<file path="config.mk">
export PLATFORM = sky130hd
export DESIGN_NAME = index_brush_writer_flat
export DESIGN_NICKNAME = d
export VERILOG_FILES = /design/src/rtl/index_brush_writer_if.sv /design/src/rtl/index_brush_writer.sv /design/src/flat_wrapper.sv
export SDC_FILE = /design/constraint.sdc
export NUM_CORES = 1
export LEC_CHECK = 0
export CORE_UTILIZATION = 50
export DETAILED_ROUTE_END_ITERATION = 6
export GPL_ROUTABILITY_DRIVEN = 0
export PLACE_DENSITY = 0.68
export SETUP_SLACK_MARGIN = 0.05
export SLEW_MARGIN = 20
export SYNTH_ARGS = -nofsm -noshare
export SYNTH_HDL_FRONTEND = slang
export SYNTH_SLANG_ARGS = --single-unit
</file>
<file path="constraint.sdc">
create_clock -name iVGA_CLK -period 9.75 [get_ports iVGA_CLK]
set_input_delay 0.975 -clock iVGA_CLK [delete_from_list [all_inputs] [get_ports iVGA_CLK]]
set_output_delay 0.975 -clock iVGA_CLK [all_outputs]
set_load 0.005 [all_outputs]
</file>
<file path="src/rtl/index_brush_writer_if.sv">
// index_brush_writer_if: paint-command handshake and frame-RAM write port of the index brush writer.
interface index_brush_writer_if #(
    parameter int ADDR_W = 19,
    parameter int DATA_W = 8,
    parameter int R_W    = 4
);
    logic              iCMD_VALID;
    logic              oCMD_READY;
    logic              iCLEAR;
    logic [9:0]        iX;
    logic [8:0]        iY;
    logic [R_W-1:0]    iRADIUS;
    logic [DATA_W-1:0] iINDEX;
    logic [ADDR_W-1:0] oADDR;
    logic [DATA_W-1:0] oDATA;
    logic              oWREN;
    logic              oBUSY;
    logic              oDONE;
    modport master (
        output iCMD_VALID, iCLEAR, iX, iY, iRADIUS, iINDEX,
        input  oCMD_READY, oADDR, oDATA, oWREN, oBUSY, oDONE
    );
    modport slave (
        input  iCMD_VALID, iCLEAR, iX, iY, iRADIUS, iINDEX,
        output oCMD_READY, oADDR, oDATA, oWREN, oBUSY, oDONE
    );
endinterface

</file>
<file path="src/rtl/index_brush_writer.sv">
// index_brush_writer: paints clipped square brush stamps or full-screen clears into the colour-index frame RAM.
// Define ROUND_BRUSH_EN to mask brush stamps to a disc of radius R.
module index_brush_writer #(
    parameter int H_RES  = 640,
    parameter int V_RES  = 480,
    parameter int ADDR_W = 19,
    parameter int DATA_W = 8,
    parameter int R_W    = 4
) (
    input logic                iVGA_CLK,
    input logic                iRST,
    index_brush_writer_if.slave bus
);
    localparam logic [9:0]        XMAX = 10'(H_RES - 1);
    localparam logic [8:0]        YMAX = 9'(V_RES - 1);
    localparam logic [ADDR_W-1:0] ROW  = ADDR_W'(H_RES);

    typedef enum logic [1:0] {IDLE, SETUP, DRAW, DONE} state_t;
    state_t state;

    logic              clr;
    logic [9:0]        xc, x0, x1, cx, bx0, bx1;
    logic [8:0]        yc, y1, cy, by0, by1;
    logic [R_W-1:0]    r;
    logic [DATA_W-1:0] idx;
    logic [ADDR_W-1:0] row_base;
    logic signed [11:0] xl, xh, yl, yh;
    logic              empty, last_x, last, paint;

    always_comb begin
        xl     = $signed(12'(xc)) - $signed(12'(r));
        xh     = $signed(12'(xc)) + $signed(12'(r));
        yl     = $signed(12'(yc)) - $signed(12'(r));
        yh     = $signed(12'(yc)) + $signed(12'(r));
        bx0    = (clr || xl[11]) ? '0 : xl[9:0];
        bx1    = (clr || xh > $signed(12'(XMAX))) ? XMAX : xh[9:0];
        by0    = (clr || yl[11]) ? '0 : yl[8:0];
        by1    = (clr || yh > $signed(12'(YMAX))) ? YMAX : yh[8:0];
        empty  = !clr && (xc > XMAX || yc > YMAX);
        last_x = cx == x1;
        last   = last_x && cy == y1;
    end

`ifdef ROUND_BRUSH_EN
    logic [9:0]     adx;
    logic [8:0]     ady;
    logic [2*R_W:0] ax, ay;
    // Visited positions never lie further than R from the centre, so |dx|,|dy| fit in R_W bits.
    always_comb begin
        adx   = cx >= xc ? cx - xc : xc - cx;
        ady   = cy >= yc ? cy - yc : yc - cy;
        ax    = (2*R_W+1)'(adx[R_W-1:0]);
        ay    = (2*R_W+1)'(ady[R_W-1:0]);
        paint = clr || (ax * ax + ay * ay <= (2*R_W+1)'(r) * (2*R_W+1)'(r));
    end
`else
    assign paint = 1'b1;
`endif

    always_ff @(posedge iVGA_CLK or posedge iRST) begin
        if (iRST) begin
            state          <= IDLE;
            bus.oADDR      <= '0;
            bus.oDATA      <= '0;
            bus.oWREN      <= 1'b0;
            bus.oDONE      <= 1'b0;
            bus.oBUSY      <= 1'b0;
            bus.oCMD_READY <= 1'b0;
            clr            <= 1'b0;
            xc             <= '0;
            yc             <= '0;
            r              <= '0;
            idx            <= '0;
            x0             <= '0;
            x1             <= '0;
            y1             <= '0;
            cx             <= '0;
            cy             <= '0;
            row_base       <= '0;
        end else begin
            bus.oWREN <= 1'b0;
            bus.oDONE <= 1'b0;
            case (state)
                IDLE: begin
                    bus.oCMD_READY <= !(bus.iCMD_VALID && bus.oCMD_READY);
                    if (bus.iCMD_VALID && bus.oCMD_READY) begin
                        clr       <= bus.iCLEAR;
                        xc        <= bus.iX;
                        yc        <= bus.iY;
                        r         <= bus.iRADIUS;
                        idx       <= bus.iINDEX;
                        bus.oBUSY <= 1'b1;
                        state     <= SETUP;
                    end
                end
                SETUP: begin
                    x0       <= bx0;
                    x1       <= bx1;
                    y1       <= by1;
                    cx       <= bx0;
                    cy       <= by0;
                    row_base <= ADDR_W'(by0) * ROW;
                    state    <= empty ? DONE : DRAW;
                end
                DRAW: begin
                    bus.oADDR <= row_base + ADDR_W'(cx);
                    bus.oDATA <= idx;
                    bus.oWREN <= paint;
                    cx        <= last_x ? x0 : cx + 10'd1;
                    cy        <= last_x ? cy + 9'd1 : cy;
                    row_base  <= last_x ? row_base + ROW : row_base;
                    state     <= last ? DONE : DRAW;
                end
                default: begin
                    bus.oDONE      <= 1'b1;
                    bus.oBUSY      <= 1'b0;
                    bus.oCMD_READY <= 1'b1;
                    state          <= IDLE;
                end
            endcase
        end
    end
endmodule

</file>
<file path="src/flat_wrapper.sv">
// flat-port wrapper written by rule: the top's interface ports become plain ports
module index_brush_writer_flat 
#(
    parameter int H_RES  = 640,
    parameter int V_RES  = 480,
    parameter int ADDR_W = 19,
    parameter int DATA_W = 8,
    parameter int R_W    = 4
)
  (iVGA_CLK, iRST, bus_iCMD_VALID, bus_iCLEAR, bus_iX, bus_iY, bus_iRADIUS, bus_iINDEX, bus_oCMD_READY, bus_oADDR, bus_oDATA, bus_oWREN, bus_oBUSY, bus_oDONE);
  index_brush_writer_if #(.ADDR_W(ADDR_W), .DATA_W(DATA_W), .R_W(R_W)) bus_i ();
  input logic iVGA_CLK;
  input logic iRST;
  input wire logic [$bits(bus_i.iCMD_VALID)-1:0] bus_iCMD_VALID;
  input wire logic [$bits(bus_i.iCLEAR)-1:0] bus_iCLEAR;
  input wire logic [$bits(bus_i.iX)-1:0] bus_iX;
  input wire logic [$bits(bus_i.iY)-1:0] bus_iY;
  input wire logic [$bits(bus_i.iRADIUS)-1:0] bus_iRADIUS;
  input wire logic [$bits(bus_i.iINDEX)-1:0] bus_iINDEX;
  output wire logic [$bits(bus_i.oCMD_READY)-1:0] bus_oCMD_READY;
  output wire logic [$bits(bus_i.oADDR)-1:0] bus_oADDR;
  output wire logic [$bits(bus_i.oDATA)-1:0] bus_oDATA;
  output wire logic [$bits(bus_i.oWREN)-1:0] bus_oWREN;
  output wire logic [$bits(bus_i.oBUSY)-1:0] bus_oBUSY;
  output wire logic [$bits(bus_i.oDONE)-1:0] bus_oDONE;
  assign bus_i.iCMD_VALID = bus_iCMD_VALID;
  assign bus_i.iCLEAR = bus_iCLEAR;
  assign bus_i.iX = bus_iX;
  assign bus_i.iY = bus_iY;
  assign bus_i.iRADIUS = bus_iRADIUS;
  assign bus_i.iINDEX = bus_iINDEX;
  assign bus_oCMD_READY = bus_i.oCMD_READY;
  assign bus_oADDR = bus_i.oADDR;
  assign bus_oDATA = bus_i.oDATA;
  assign bus_oWREN = bus_i.oWREN;
  assign bus_oBUSY = bus_i.oBUSY;
  assign bus_oDONE = bus_i.oDONE;
  index_brush_writer #(.H_RES(H_RES), .V_RES(V_RES), .ADDR_W(ADDR_W), .DATA_W(DATA_W), .R_W(R_W)) u_core (.iVGA_CLK(iVGA_CLK), .iRST(iRST), .bus(bus_i));
endmodule
</file>
Word-level counts from Yosys, hierarchy flattened --
Cells that the tools add are included.
Operators by class: $add $sub $neg 8, multiply operators 1, magnitude comparators 4, eq/ne operators 6, muxes and demuxes 19, bitwise operators 1, reductions and logical operators 17
Operator list (count):
- $pmux 19 s2 | 1
- $mux 10 | 3
- $mux 9 | 3
- $pmux 10 s2 | 1
- $add 19x10->19 | 1
- $add 19x10->19 const B | 1
- $mux 19 | 1
- $pmux 9 s2 | 1
- $gt 12x10->1 const B | 1
- $gt 12x11->1 const B | 1
- $mul 9x3->12 const B | 1
- $add 10x4->11 | 1
- $sub 10x4->11 | 1
- $add 10x1->10 const B | 1
- $add 9x4->10 | 1
- $eq 10x10->1 | 1
- $gt 10x10->1 const B | 1
- $sub 9x4->10 | 1
- $add 9x1->9 const B | 1
- $eq 9x9->1 | 1
- $gt 9x9->1 const B | 1
- $pmux 2 s3 | 1
- $reduce_and 2->1 | 3
- $logic_or 1x1->1 | 5
- other kinds (13) | 22
Storage, ports and cells: flip-flop bits (word level) 132, input bits 35, output and inout port bits 31, logic and storage cells 74

Longest topological paths before layout --
word-level depth 5, mapped depth 17, gate-level depth less buffers 16

Worst setup path after synthesis --
OpenSTA, ideal clock, no wires.
kind register -> register, from register u_core.r[1], to register u_core.row_base[15], setup time 0.139 ns, arrival time 3.439 ns, data required time 9.611 ns, setup slack 6.171 ns, stages on the path, launching flop included 15, path buffers 0, period minus slack after synthesis 3.579 ns, cells stage by stage dfrtp_1 -> inv_1 -> ha_1 -> or2_2 -> o21a_1 -> or3_1 -> xor2_1 -> nor2_1 -> ha_1 -> ha_1 -> and3_1 -> a221o_1 -> or3_1 -> nand3_1 -> a22oi_1
Between the ends: cells in the longest elaborated chain, start to end 5
Ends and longest elaborated chain:
- from (decl) | line index_brush_writer.sv:24 | logic [R_W-1:0] r;
- from (signal assigned) | line index_brush_writer.sv:90 | r <= bus.iRADIUS;
- $sub 9x4->10 * | line index_brush_writer.sv:33 | yl = $signed(12'(yc)) - $signed(12'(r));
- $logic_or 1x1->1 | line index_brush_writer.sv:37 | by0 = (clr || yl[11]) ? '0 : yl[8:0];
- $mux 9 * | line index_brush_writer.sv:37
- $mul 9x3->12 * | line index_brush_writer.sv:102 | row_base <= ADDR_W'(by0) * ROW;
- $pmux 19 s2 * | line index_brush_writer.sv:83 | case (state)
- to (signal assigned) | line index_brush_writer.sv:102
- to (signal assigned) | line index_brush_writer.sv:111 | row_base <= last_x ? row_base + ROW : row_base;
- to (decl) | line index_brush_writer.sv:26 | logic [ADDR_W-1:0] row_base;
Every way passes the cells marked *; elsewhere a longest branch is shown, timed or not. A chain may end at the register's enable or synchronous reset.

Final worst setup path --
from register u_core.r[1], to register u_core.row_base[18]
The elaborated chain is that of the path after synthesis.

==> flow_summary.toml <==
[run_status]
status = "finished, violations left"
violations = "design-rule violations"

[floorplan]
die_y_um = 125.3
dieWidth_um = 125.3
fp.coreArea_um2 = 14700
ioPinCount = 66
dieArea_um2 = 15690
num_rows = 44
start_util = 0.5168

[sta]
period_minus_slack_ns = 4.001
setup_violations = 0
slew_violations = 0
finClkSkew_ns = 0.007127
relSlewSlack = 0.3689
hold_violations = 0
worst-slew-pin-transition_ns = 0.9466
holdWs_ns = 0.4941
fmax_mhz = 249.9
fin_crit_sh = 0.4104
fin_tns_setup_ns = 0
rsz0062_at_grt = "no"

[clock_tree]
cts_max_level = 4
cts_sinks = 125
ctsResizeCount = 0
cts_hold_buf = 0
post_cts_buffers = 0
path_clk_slew_ns = 0.06
clockBufferDepth = 2
cts_tree = "done"
numCtsBuffers = 17
clock_latency_ns = 0.43
cts_root_buf = "clkbuf_16"

[power_and_ir_drop]
power_density_nw_per_um2 = 414.4
cellLeakagePower_nw = 3.779
p_total_w = 0.003738
irDropWorstVdd_mv = 0.1886

[critical_path]
criticalPathCategory = "reg2reg"
crit_path_top_delay_cell = "dfrtp_1"
critPathCaptureType = "flip-flop"
crit_path_max_fanout = 8
crit_path_start_kind = "flip-flop"
critPathArrivalTime_ns = 4.37
worst_path_most_repeated_cell = "ha_1"
crit_chain = "inv_1, ha_1, nor2b_1, o21ai_0, a21o_1, nor2_1, ha_1, ha_1, inv_1, fa_1, nor2b_1, o31a_1, o31a_1, nor2_1, o22ai_1, o21a_1"
crit_required_ns = 10.12
max_stage_delay_ns = 0.53

[global_routing]
grt_pass1_vias = 5784
grt_overflow = 0
grt_use_total = 0.2417
grt_max_degree = 74
antenna_found_initial = 0
grt_pass1_wl_um = 29700

[yosys]
async_reset_ff_frac = 1.000
syn-num-nets = 833
yosysUniqueCellTypes = 76
ys_top_cells_by_area = "dfrtp_1, mux2_2, ha_1"
synth_top_cell_by_area = "dfrtp_1"
synth_top_area_share = 0.4118
synth-seq-cells = 125
avgSynthCellArea_um2 = 10.07
netlist_area_um2 = 7596
yosysWarnings = 0
yosysSeqAreaShare = 0.4118
synth_cells = 754
ys.flop_type = "dfrtp_1"
synth_edf_count = 0

[cells_and_area]
num_antenna_cells = 0
final_util = 0.6137
syn_to_final_growth_pct = 18.76
multi_input_area_um2 = 4174
final-seq-area_um2 = 3128
drive_gt1_frac = 0.1411
nFillCells = 1215
final_nets = 881
final_area_um2 = 9021

[drt]
drt_wl_total_um = 17780
vias = 5871
postRouteAntennaNets = 0
route.detailed.drc = 7
drtIter0Drc = 538
wl_per_cell_um = 17.80
post_drt_via_cell_ratio = 5.877
firstDrtPassIters = 7

[placed_design]
io_buffers = 65
dpl_cell_area_um2 = 8324
dp_hpwl_um = 12710

[flow_run]
cap_violations = 0

[hold_path]
hp-class = "reg2reg"
-- final cells by class --
cell class | instances | share of cell area
Clock inverter | 11 | 0.02621
Tap cell | 184 | 0.02552
Sequential cell | 125 | 0.3467
Multi-Input combinational cell | 562 | 0.4627
Inverter | 25 | 0.01068
Clock buffer | 21 | 0.05104
Timing Repair Buffer | 71 | 0.07712
-- per-stage QoR --
| stage | cells | setup WS (ns) |
|---|---|---|
| floorplan | 754 | 5.447 |
| global placement | 967 | 5.889 |
| detailed placement | 967 | 5.803 |
| CTS | 999 | 5.778 |
| global route | 999 | 5.481 |
| finish | 999 | 5.749 |
-- cells by family (layout without fill, tap and decap cells) --
family / Yosys count / count (layout) / share of synthesized area
flip-flops: 125 / 125 / 0.4118
XOR/XNOR: 65 / 65 / 0.08186
buffers and inverters: 67 / 128 / 0.03904
multiplexers: 66 / 66 / 0.09669
adder cells (fa/ha/maj): 44 / 44 / 0.07742
AND/OR/NAND/NOR: 210 / 210 / 0.1398
AO/OA/AOI/OAI: 177 / 177 / 0.1534
-- critical path, delay by kind of cell (launching register included) --
kind            cells  cell delay (ns)
compound gates      6             1.44
fa+ha+maj           4             1.20
simple gates        4             0.54
flops               1             0.53
buf+inv             2             0.21
-- synth_stat cells (3+ instances only) --
cell and count:
mux2i_1 7, xor2_1 25, nand4_1 7, ha_1 39, nand2b_1 3, inv_1 23, a21o_1 7, fa_1 5
buf_1 5, a22oi_1 3, buf_2 5, or4_1 3, a221o_1 5, o22ai_1 8, nand3_1 22, xnor2_1 36
a211oi_1 6, nand2_1 35, buf_6 5, a21oi_1 55, nor2b_1 13, clkbuf_1 26, o2bb2ai_1 3, o211ai_1 5
mux2_2 59, dfrtp_1 125, a21boi_0 4, o31a_1 3, nor3_1 16, nor2_1 73, o21a_1 10, and3_1 9
a31oi_1 11, nor4_1 5, or3_1 7, o21ai_0 30
-- path summary, 6_finish.rpt --
kind / cells after the start / endpoint / startpoint / slack (ns)
setup / recovery: 16 / u_core.row_base[18]$_DFFE_PP0P_ / u_core.r[1]$_DFFE_PP0P_ / 5.75
setup reg to reg: 16 / u_core.row_base[18]$_DFFE_PP0P_ / u_core.r[1]$_DFFE_PP0P_ / 5.75
hold reg to reg: 1 / u_core.x0[6]$_DFFE_PP0P_ / u_core.x0[6]$_DFFE_PP0P_ / 0.49
hold / removal: 1 / u_core.x0[6]$_DFFE_PP0P_ / u_core.x0[6]$_DFFE_PP0P_ / 0.49
min in group asynchronous: 2 / u_core.bus.oDATA[1]$_DFFE_PP0P_ / iRST / 0.98
max in group asynchronous: 3 / u_core.y1[5]$_DFFE_PP0P_ / iRST / 7.37
-- cell usage in the layout, fill, tap and decap left out, types with 3 or more instances in the layout --
master,Yosys,final
a211oi_1,6,6
a21boi_0,4,4
a21o_1,7,7
a21oi_1,55,55
a221o_1,5,5
a22oi_1,3,3
a31oi_1,11,11
and3_1,9,9
buf_4,0,6
bufinv_16,0,7
clkbuf_16,0,17
clkdlybuf4s50_1,0,65
dfrtp_1,125,125
fa_1,5,5
ha_1,39,38
inv_1,23,22
mux2_2,59,59
mux2i_1,7,7
nand2_1,35,35
nand2b_1,3,3
nand3_1,22,22
nand4_1,7,7
nor2_1,73,73
nor2b_1,13,13
nor3_1,16,16
nor4_1,5,5
o211ai_1,5,5
o21a_1,10,10
o21ai_0,30,30
o22ai_1,8,8
o2bb2ai_1,3,3
o31a_1,3,3
or3_1,7,7
or4_1,3,3
xnor2_1,36,36
xor2_1,25,25
-- per-layer routing --
layer	track usage	routed length (um)	up-vias
met5	0	0	-
met4	0.1155	437	0
met3	0.04108	948	36
met2	0.3792	8111	211
met1	0.3266	8280	2810
li1	-	-	2814
-- sequential cells by signal, summed over array words and instances, names as in the netlist, 2 cells and up --
| name | count |
|---|---|
| u_core.xc | 10 |
| u_core.idx | 8 |
| u_core.cx | 10 |
| u_core.x1 | 10 |
| u_core.state | 2 |
| u_core.r | 4 |
| u_core.cy | 9 |
| u_core.bus.oDATA | 8 |
| u_core.row_base | 12 |
| u_core.bus.oADDR | 19 |
| u_core.y1 | 9 |
| u_core.yc | 9 |
| u_core.x0 | 10 |
-- where the power goes --
part	internal (W)	switching, W	total [W]
clock	0.000518	0.000232	0.000750
combinational	0.000907	0.00102	0.00193
sequential	0.000764	0.000298	0.00106
total	0.00219	0.00155	0.00374
Note: power is estimated with default switching activity, not from simulation.
